==> config.mk <==
export PLATFORM = sky130hd
export DESIGN_NAME = pipelined_execute_unit
export DESIGN_NICKNAME = d
export VERILOG_FILES = /design/src/rtl/exec_pkg.sv /design/src/rtl/exec_shift_add_mul.sv /design/src/rtl/pipelined_execute_unit.sv
export SDC_FILE = /design/constraint.sdc
export NUM_CORES = 1
export LEC_CHECK = 0
export BUFFER_PORTS_ARGS = -buffer_cell sky130_fd_sc_hd__clkbuf_2
export CORE_MARGIN = 2
export CORE_UTILIZATION = 57
export DETAILED_ROUTE_END_ITERATION = 6
export GPL_TIMING_DRIVEN = 0
export PLACE_DENSITY = 0.82
export REMOVE_ABC_BUFFERS = 1
export SYNTH_ARGS = -nofsm -noshare
export SYNTH_HDL_FRONTEND = slang
export SYNTH_SLANG_ARGS = --single-unit
==> constraint.sdc <==
create_clock -name clock -period 4.4 [get_ports clock]
set_clock_uncertainty 0.15 [all_clocks]
set_input_delay 0.44 -clock clock [delete_from_list [all_inputs] [get_ports clock]]
set_output_delay 0.44 -clock clock [all_outputs]
set_load 0.1 [all_outputs]
==> src/rtl/exec_pkg.sv <==
// Shared definitions for the execute stage and the decode stage.
//   OP_*        3-bit ALU op codes (000..011 match the legacy 2-bit codes)
//   exec_state_e  execute-unit FSM encodings (EXEC_IDLE / EXEC_MUL)
package exec_pkg;

  localparam logic [2:0] OP_ADD = 3'b000;
  localparam logic [2:0] OP_OR  = 3'b001;
  localparam logic [2:0] OP_AND = 3'b010;
  localparam logic [2:0] OP_NOT = 3'b011;
  localparam logic [2:0] OP_SUB = 3'b100;
  localparam logic [2:0] OP_XOR = 3'b101;
  localparam logic [2:0] OP_SLL = 3'b110;
  localparam logic [2:0] OP_MUL = 3'b111;

  typedef enum logic {
    EXEC_IDLE = 1'b0,
    EXEC_MUL  = 1'b1
  } exec_state_e;

endpackage

==> src/rtl/exec_shift_add_mul.sv <==
// Iterative shift-add multiplier, low DATA_W bits of the product.
// Built only when EXEC_MUL_EN is defined.
// Ports:
//   clk_i, rst_i   clock, synchronous active-high reset
//   abort_i        drop any multiply in progress (pipeline flush)
//   start_i        load a_i/b_i and begin; one step per cycle afterwards
//   busy_o         a multiply is in progress
//   done_o         final step this cycle; product_o is valid now
//   product_o      (a_i * b_i) mod 2^DATA_W, valid while done_o
`ifdef EXEC_MUL_EN
module exec_shift_add_mul #(
  parameter int DATA_W = 20
) (
  input  logic              clk_i,
  input  logic              rst_i,
  input  logic              abort_i,
  input  logic              start_i,
  input  logic [DATA_W-1:0] a_i,
  input  logic [DATA_W-1:0] b_i,
  output logic              busy_o,
  output logic              done_o,
  output logic [DATA_W-1:0] product_o
);

  localparam int CNT_W = $clog2(DATA_W + 1);

  logic              busy_q;
  logic [CNT_W-1:0]  cnt_q;
  logic [DATA_W-1:0] mcand_q;
  logic [DATA_W-1:0] mplier_q;
  logic [DATA_W-1:0] acc_q;
  logic [DATA_W-1:0] acc_d;

  // The last partial product is added combinationally so the caller can
  // capture the product on the same edge that ends the count.
  assign acc_d     = mplier_q[0] ? (acc_q + mcand_q) : acc_q;
  assign busy_o    = busy_q;
  assign done_o    = busy_q && (cnt_q == CNT_W'(1));
  assign product_o = acc_d;

  always_ff @(posedge clk_i) begin
    if (rst_i || abort_i) begin
      busy_q <= 1'b0;
      cnt_q  <= '0;
    end else if (start_i) begin
      busy_q <= 1'b1;
      cnt_q  <= CNT_W'(DATA_W);
    end else if (busy_q) begin
      cnt_q <= cnt_q - CNT_W'(1);
      if (cnt_q == CNT_W'(1)) busy_q <= 1'b0;
    end
  end

  always_ff @(posedge clk_i) begin
    if (start_i) begin
      mcand_q  <= a_i;
      mplier_q <= b_i;
      acc_q    <= '0;
    end else if (busy_q) begin
      acc_q    <= acc_d;
      mcand_q  <= mcand_q << 1;
      mplier_q <= mplier_q >> 1;
    end
  end

endmodule
`endif

==> src/rtl/pipelined_execute_unit.sv <==
// Execute stage: registered ALU with valid/ready handshakes on both sides.
// The instruction word is captured with its operands and leaves with the
// result so later stages stay aligned.
// Build option: EXEC_MUL_EN -- op 111 runs an iterative DATA_W-cycle
// multiply; without it op 111 finishes in one cycle flagged illegal.
// Ports:
//   clock, reset   rising-edge clock, synchronous active-high reset
//   flush          kill in-flight op and the output register
//   in_valid/in_ready, control, instruction, opA, opB   input side
//   out_valid/out_ready, result, ulaZero, carry, illegal,
//   instructionPropagation                              output side
module pipelined_execute_unit
  import exec_pkg::*;
#(
  parameter int DATA_W  = 20,
  parameter int INSTR_W = 20
) (
  input  logic               clock,
  input  logic               reset,
  input  logic               flush,
  input  logic               in_valid,
  output logic               in_ready,
  input  logic [2:0]         control,
  input  logic [INSTR_W-1:0] instruction,
  input  logic [DATA_W-1:0]  opA,
  input  logic [DATA_W-1:0]  opB,
  output logic               out_valid,
  input  logic               out_ready,
  output logic [DATA_W-1:0]  result,
  output logic               ulaZero,
  output logic               carry,
  output logic               illegal,
  output logic [INSTR_W-1:0] instructionPropagation
);

  localparam int SH_W = (DATA_W > 1) ? $clog2(DATA_W) : 1;
`ifdef EXEC_MUL_EN
  localparam logic MUL_ILLEGAL = 1'b0;
`else
  localparam logic MUL_ILLEGAL = 1'b1;
`endif

  logic               out_valid_q;
  logic [DATA_W-1:0]  result_q;
  logic               zero_q;
  logic               carry_q;
  logic               illegal_q;
  logic [INSTR_W-1:0] instr_q;

  logic [DATA_W:0]    add_ext;
  logic [SH_W-1:0]    shamt;
  logic [DATA_W-1:0]  alu_res_d;
  logic               alu_carry_d;
  logic               alu_illegal_d;
  logic               alu_zero_d;
  logic               pop;
  logic               accept;

  assign add_ext    = {1'b0, opA} + {1'b0, opB};
  assign shamt      = opB[SH_W-1:0];
  assign alu_zero_d = (opA == opB);
  assign pop        = out_valid_q && out_ready;
  // A flushed cycle never transfers, whatever in_ready says.
  assign accept     = in_valid && in_ready && !flush;

  always_comb begin
    alu_res_d     = '0;
    alu_carry_d   = 1'b0;
    alu_illegal_d = 1'b0;
    case (control)
      OP_ADD: begin
        alu_res_d   = add_ext[DATA_W-1:0];
        alu_carry_d = add_ext[DATA_W];
      end
      OP_OR:  alu_res_d = opA | opB;
      OP_AND: alu_res_d = opA & opB;
      OP_NOT: alu_res_d = ~opA;
      OP_SUB: begin
        alu_res_d   = opA - opB;
        alu_carry_d = (opA < opB);
      end
      OP_XOR: alu_res_d = opA ^ opB;
      // The shift field can encode amounts past DATA_W; those flush to 0.
      OP_SLL: alu_res_d = (32'(shamt) >= DATA_W) ? '0 : (opA << shamt);
      OP_MUL: alu_illegal_d = MUL_ILLEGAL;
      default: ;
    endcase
  end

`ifdef EXEC_MUL_EN
  exec_state_e        state_q;
  logic               is_mul;
  logic               mul_start;
  logic               mul_busy;
  logic               mul_done;
  logic [DATA_W-1:0]  mul_prod;
  logic               zero_hold_q;
  logic [INSTR_W-1:0] instr_hold_q;

  assign in_ready  = (state_q == EXEC_IDLE) && (!out_valid_q || out_ready);
  assign is_mul    = (control == OP_MUL);
  assign mul_start = accept && is_mul;

  exec_shift_add_mul #(
    .DATA_W(DATA_W)
  ) u_mul (
    .clk_i     (clock),
    .rst_i     (reset),
    .abort_i   (flush),
    .start_i   (mul_start),
    .a_i       (opA),
    .b_i       (opB),
    .busy_o    (mul_busy),
    .done_o    (mul_done),
    .product_o (mul_prod)
  );

  // Operands are gone after the accept cycle, so the compare flag and the
  // instruction word wait here until the product is ready.
  always_ff @(posedge clock) begin
    if (mul_start) begin
      zero_hold_q  <= alu_zero_d;
      instr_hold_q <= instruction;
    end
  end

  // ---- FSM and output register stage ----
  always_ff @(posedge clock) begin
    if (reset) begin
      state_q     <= EXEC_IDLE;
      out_valid_q <= 1'b0;
      result_q    <= '0;
      zero_q      <= 1'b0;
      carry_q     <= 1'b0;
      illegal_q   <= 1'b0;
      instr_q     <= '0;
    end else if (flush) begin
      state_q     <= EXEC_IDLE;
      out_valid_q <= 1'b0;
    end else begin
      if (pop) out_valid_q <= 1'b0;
      case (state_q)
        EXEC_IDLE: begin
          if (accept && is_mul) begin
            state_q <= EXEC_MUL;
          end else if (accept) begin
            out_valid_q <= 1'b1;
            result_q    <= alu_res_d;
            zero_q      <= alu_zero_d;
            carry_q     <= alu_carry_d;
            illegal_q   <= alu_illegal_d;
            instr_q     <= instruction;
          end
        end
        EXEC_MUL: begin
          if (mul_busy && mul_done) begin
            state_q     <= EXEC_IDLE;
            out_valid_q <= 1'b1;
            result_q    <= mul_prod;
            zero_q      <= zero_hold_q;
            carry_q     <= 1'b0;
            illegal_q   <= 1'b0;
            instr_q     <= instr_hold_q;
          end
        end
      endcase
    end
  end
`else
  assign in_ready = !out_valid_q || out_ready;

  // ---- output register stage ----
  always_ff @(posedge clock) begin
    if (reset) begin
      out_valid_q <= 1'b0;
      result_q    <= '0;
      zero_q      <= 1'b0;
      carry_q     <= 1'b0;
      illegal_q   <= 1'b0;
      instr_q     <= '0;
    end else if (flush) begin
      out_valid_q <= 1'b0;
    end else begin
      if (pop) out_valid_q <= 1'b0;
      if (accept) begin
        out_valid_q <= 1'b1;
        result_q    <= alu_res_d;
        zero_q      <= alu_zero_d;
        carry_q     <= alu_carry_d;
        illegal_q   <= alu_illegal_d;
        instr_q     <= instruction;
      end
    end
  end
`endif

  assign out_valid              = out_valid_q;
  assign result                 = result_q;
  assign ulaZero                = zero_q;
  assign carry                  = carry_q;
  assign illegal                = illegal_q;
  assign instructionPropagation = instr_q;

endmodule

==> run_results.csv <==
group,metric,value,unit
cts,cts_buffers,5,
power,power_density,242.1,nW/um^2
finish,n_antenna_cell,0,
route,drt_iter0_markers,772,
cts,clk_latency,0.29,ns
global_routing,grt-ovfl-total,0,
sta,finalSetupViolCount,0,
route,drcViolationCount,0,
power,comb_power_share,49.0,%
hold_path,hold_start,"instruction[0]",
power,p_int,816.7,uW
logic_synthesis,postSynthAreaPerCell,7.272,um^2
logic_synthesis,synthDistinctLibCells,73,
critical_path,timing_worst_setup_path_type,"input port to flip-flop",
cts,cts_buffer_depth,2,
hold_path,worstHoldPathType,"input port to flip-flop",
cts,cts.htree.levels,2,
power,vdd_drop_max,151.4,uV
cts,cts_setup_buffers,0,
placed_design,place.gp.congestion,0.9712,
route,num_vias,6308,
finish,final_layout_size_suffix_gt1_share,18.35,%
die,dieHeight,102.5,um
finish,synthToLayoutAreaGrowth,12.75,%
die,rows,35,
finish,final_area,6240,um^2
logic_synthesis,yosysSeqAreaShare,15.92,%
finish,post-route-util,66.89,%
cts,cts.repair.resized,0,
route,first_pass_iters,6,
sta,setup_slack,0.2459,ns
critical_path,cp.required,4.47,ns
route,wirelength,18.59,mm
critical_path,r2r_start,"out_valid",
finish,multiInputGateArea,4227,um^2
critical_path,cp-start-kind,"input port",
global_routing,grt_start_max_net_pins,50,
critical_path,startpoint,"opB[2]",
logic_synthesis,synth-seq-cells,44,
power,pwr-share-clk,22.8,%
die,coreArea,9328,um^2
die,die_area,10510,um^2
placed_design,dp_slack,0.1130,ns
status,status,"complete, no violations",
finish,nets,967,
global_routing,grt_pass1_vias,5797,
cts,cts_tree,"done",
logic_synthesis,synth_ff_type,"dfxtp_1",
die,start_util,59.33,%
placed_design,place_hpwl,13.62,mm
placed_design,placed_area,6120,um^2
placed_design,dp_cells,954,
run,maxCapViolations,0,
global_routing,antenna_found_initial,0,
sta,tightest_slew,1.112,ns
route,routed_via_density,6.550,
logic_synthesis,synth-edff-count,0,
die,dieWidth,102.5,um
placed_design,io_buffers,112,
power,p_switching,693.9,uW
power,p_seq_share,28.2,%
logic_synthesis,synthesis.area,5534,um^2
sta,layout_worst_path_cycle_share,94.41,%
sta,slew_headroom,25.60,%
sta,fin_crit,4.154,ns
power,finalPower,1.511,mW
power,p_leak,2.909,nW
sta,rsz0062_at_grt,"no",
logic_synthesis,yosysWarnings,0,
cts,clock_sink_count,44,
critical_path,cp_max_fo,18,
sta,drv_slew,0,
global_routing,grt_usage,34.44,%
sta,timing.fmax,240.7,MHz
logic_synthesis,async_flop_share,0,%
global_routing,grt_pass1_wl,28.50,mm
cts,cts_hold_buffers,0,
cts,cts_root_buf,"clkbuf_8",
finish,fillers,852,
critical_path,arrival,4.22,ns
critical_path,endpoint_kind,"flip-flop",
finish,fin_cells,963,
cts,clkSlewWorstSetupHoldPaths,0.12,ns
die,io_pins,113,
finish,seq_area,880.8,um^2
route,antenna_left,0,
logic_synthesis,synthCells,761,
sta,hold_viol,0,
power,sw_frac_of_total,45.93,%
route,wire_per_inst,19.30,um
cells in the mapped netlist, drive strengths merged, types with 14 or more instances:
cell / instances / share of area [%]
nor3: 14 / 1.4
mux2i: 39 / 7.1
nand2: 96 / 6.5
a21oi: 88 / 8.0
dfxtp: 44 / 16
inv: 60 / 4.1
ha: 64 / 14
o21ai: 39 / 3.5
nor2: 57 / 3.9
clkbuf: 32 / 2.2
buf: 19 / 1.6
a22oi: 24 / 3.3
layer usage:
layer | share of wire, % | up-vias | global-route usage, %
li1 | - | 2893 | -
met1 | 39 | 2872 | 42.82
met2 | 45 | 463 | 56.96
met3 | 12 | 80 | 7.932
met4 | 4.3 | 0 | 15.28
met5 | 0 | - | 0
power by group through the flow:
stage	clock, mW	sequential [mW]	combinational [mW]
global route	0.369	0.428	0.789
floorplan	0	0.562	0.369
CTS	0.347	0.426	0.718
finish	0.345	0.426	0.740
detailed placement	0	0.435	0.714
global placement	0	0.434	0.691
layout make-up:
type,count,share of cell area (%)
multi-input combinational,604,67.74
clock buffer,5,1.103
inverter,62,3.730
timing repair buffer,116,9.986
sequential,44,14.12
clock inverter,3,0.7419
tap,129,2.587
logic make-up after synthesis:
kind of cell / after synthesis / synth area share [%]
simple gates: 219 / 17.73
compound gates: 259 / 30.88
buf+inv: 113 / 7.981
flops: 44 / 15.92
mux: 50 / 10.72
fa+ha+maj: 66 / 15.19
xor+xnor: 10 / 1.583
critical path, stage by stage:
cell and delay (ns):
clkbuf_2 0.30, clkinv_1 0.56, ha_1 0.69, o211ai_1 0.16, o21ai_0 0.50, a31oi_1 0.29, o31ai_1 0.48, a21oi_1 0.20
o2111ai_1 0.23, o2bb2ai_1 0.11, a221o_1 0.25
sequential cells by signal, indices dropped and copies added (netlist names):
signal                  cells
ulaZero                     1
illegal                     1
carry                       1
out_valid                   1
result                     20
instructionPropagation     20
layout by cell type (no fill, tap or decap), types with 8 or more instances in the layout:
cell	n
nor2_1	57
a21o_1	11
a22oi_1	24
a31oi_1	12
o31ai_1	8
a21oi_1	88
mux2i_1	39
nand3_1	13
nor3_1	13
ha_1	64
o211ai_1	11
clkbuf_2	112
nand2_1	96
dfxtp_1	44
o21ai_0	38
inv_1	59
metrics by stage:
| step | hold WS [ns] | TNS (ns) |
|---|---|---|
| 4_1_cts | 0.1856 | 0 |
| 6_report | 0.1853 | 0 |
| 5_1_grt | 0.2011 | 0 |
| 3_5_place_dp | 0.2967 | 0 |
| 2_1_floorplan | 0.3591 | 0 |
| 3_3_place_gp | 0.2905 | -0.5075 |
final timing paths:
check / endpoint / slack [ns] / cells after the start
worst max-delay path: result[19] / 0.25 / 11
worst max register to register: result[14] / 1.27 / 9
worst min-delay path: instructionPropagation[0] / 0.19 / 3
worst min register to register: instructionPropagation[3] / 0.31 / 2
Note: power is estimated with default switching activity, not from simulation.
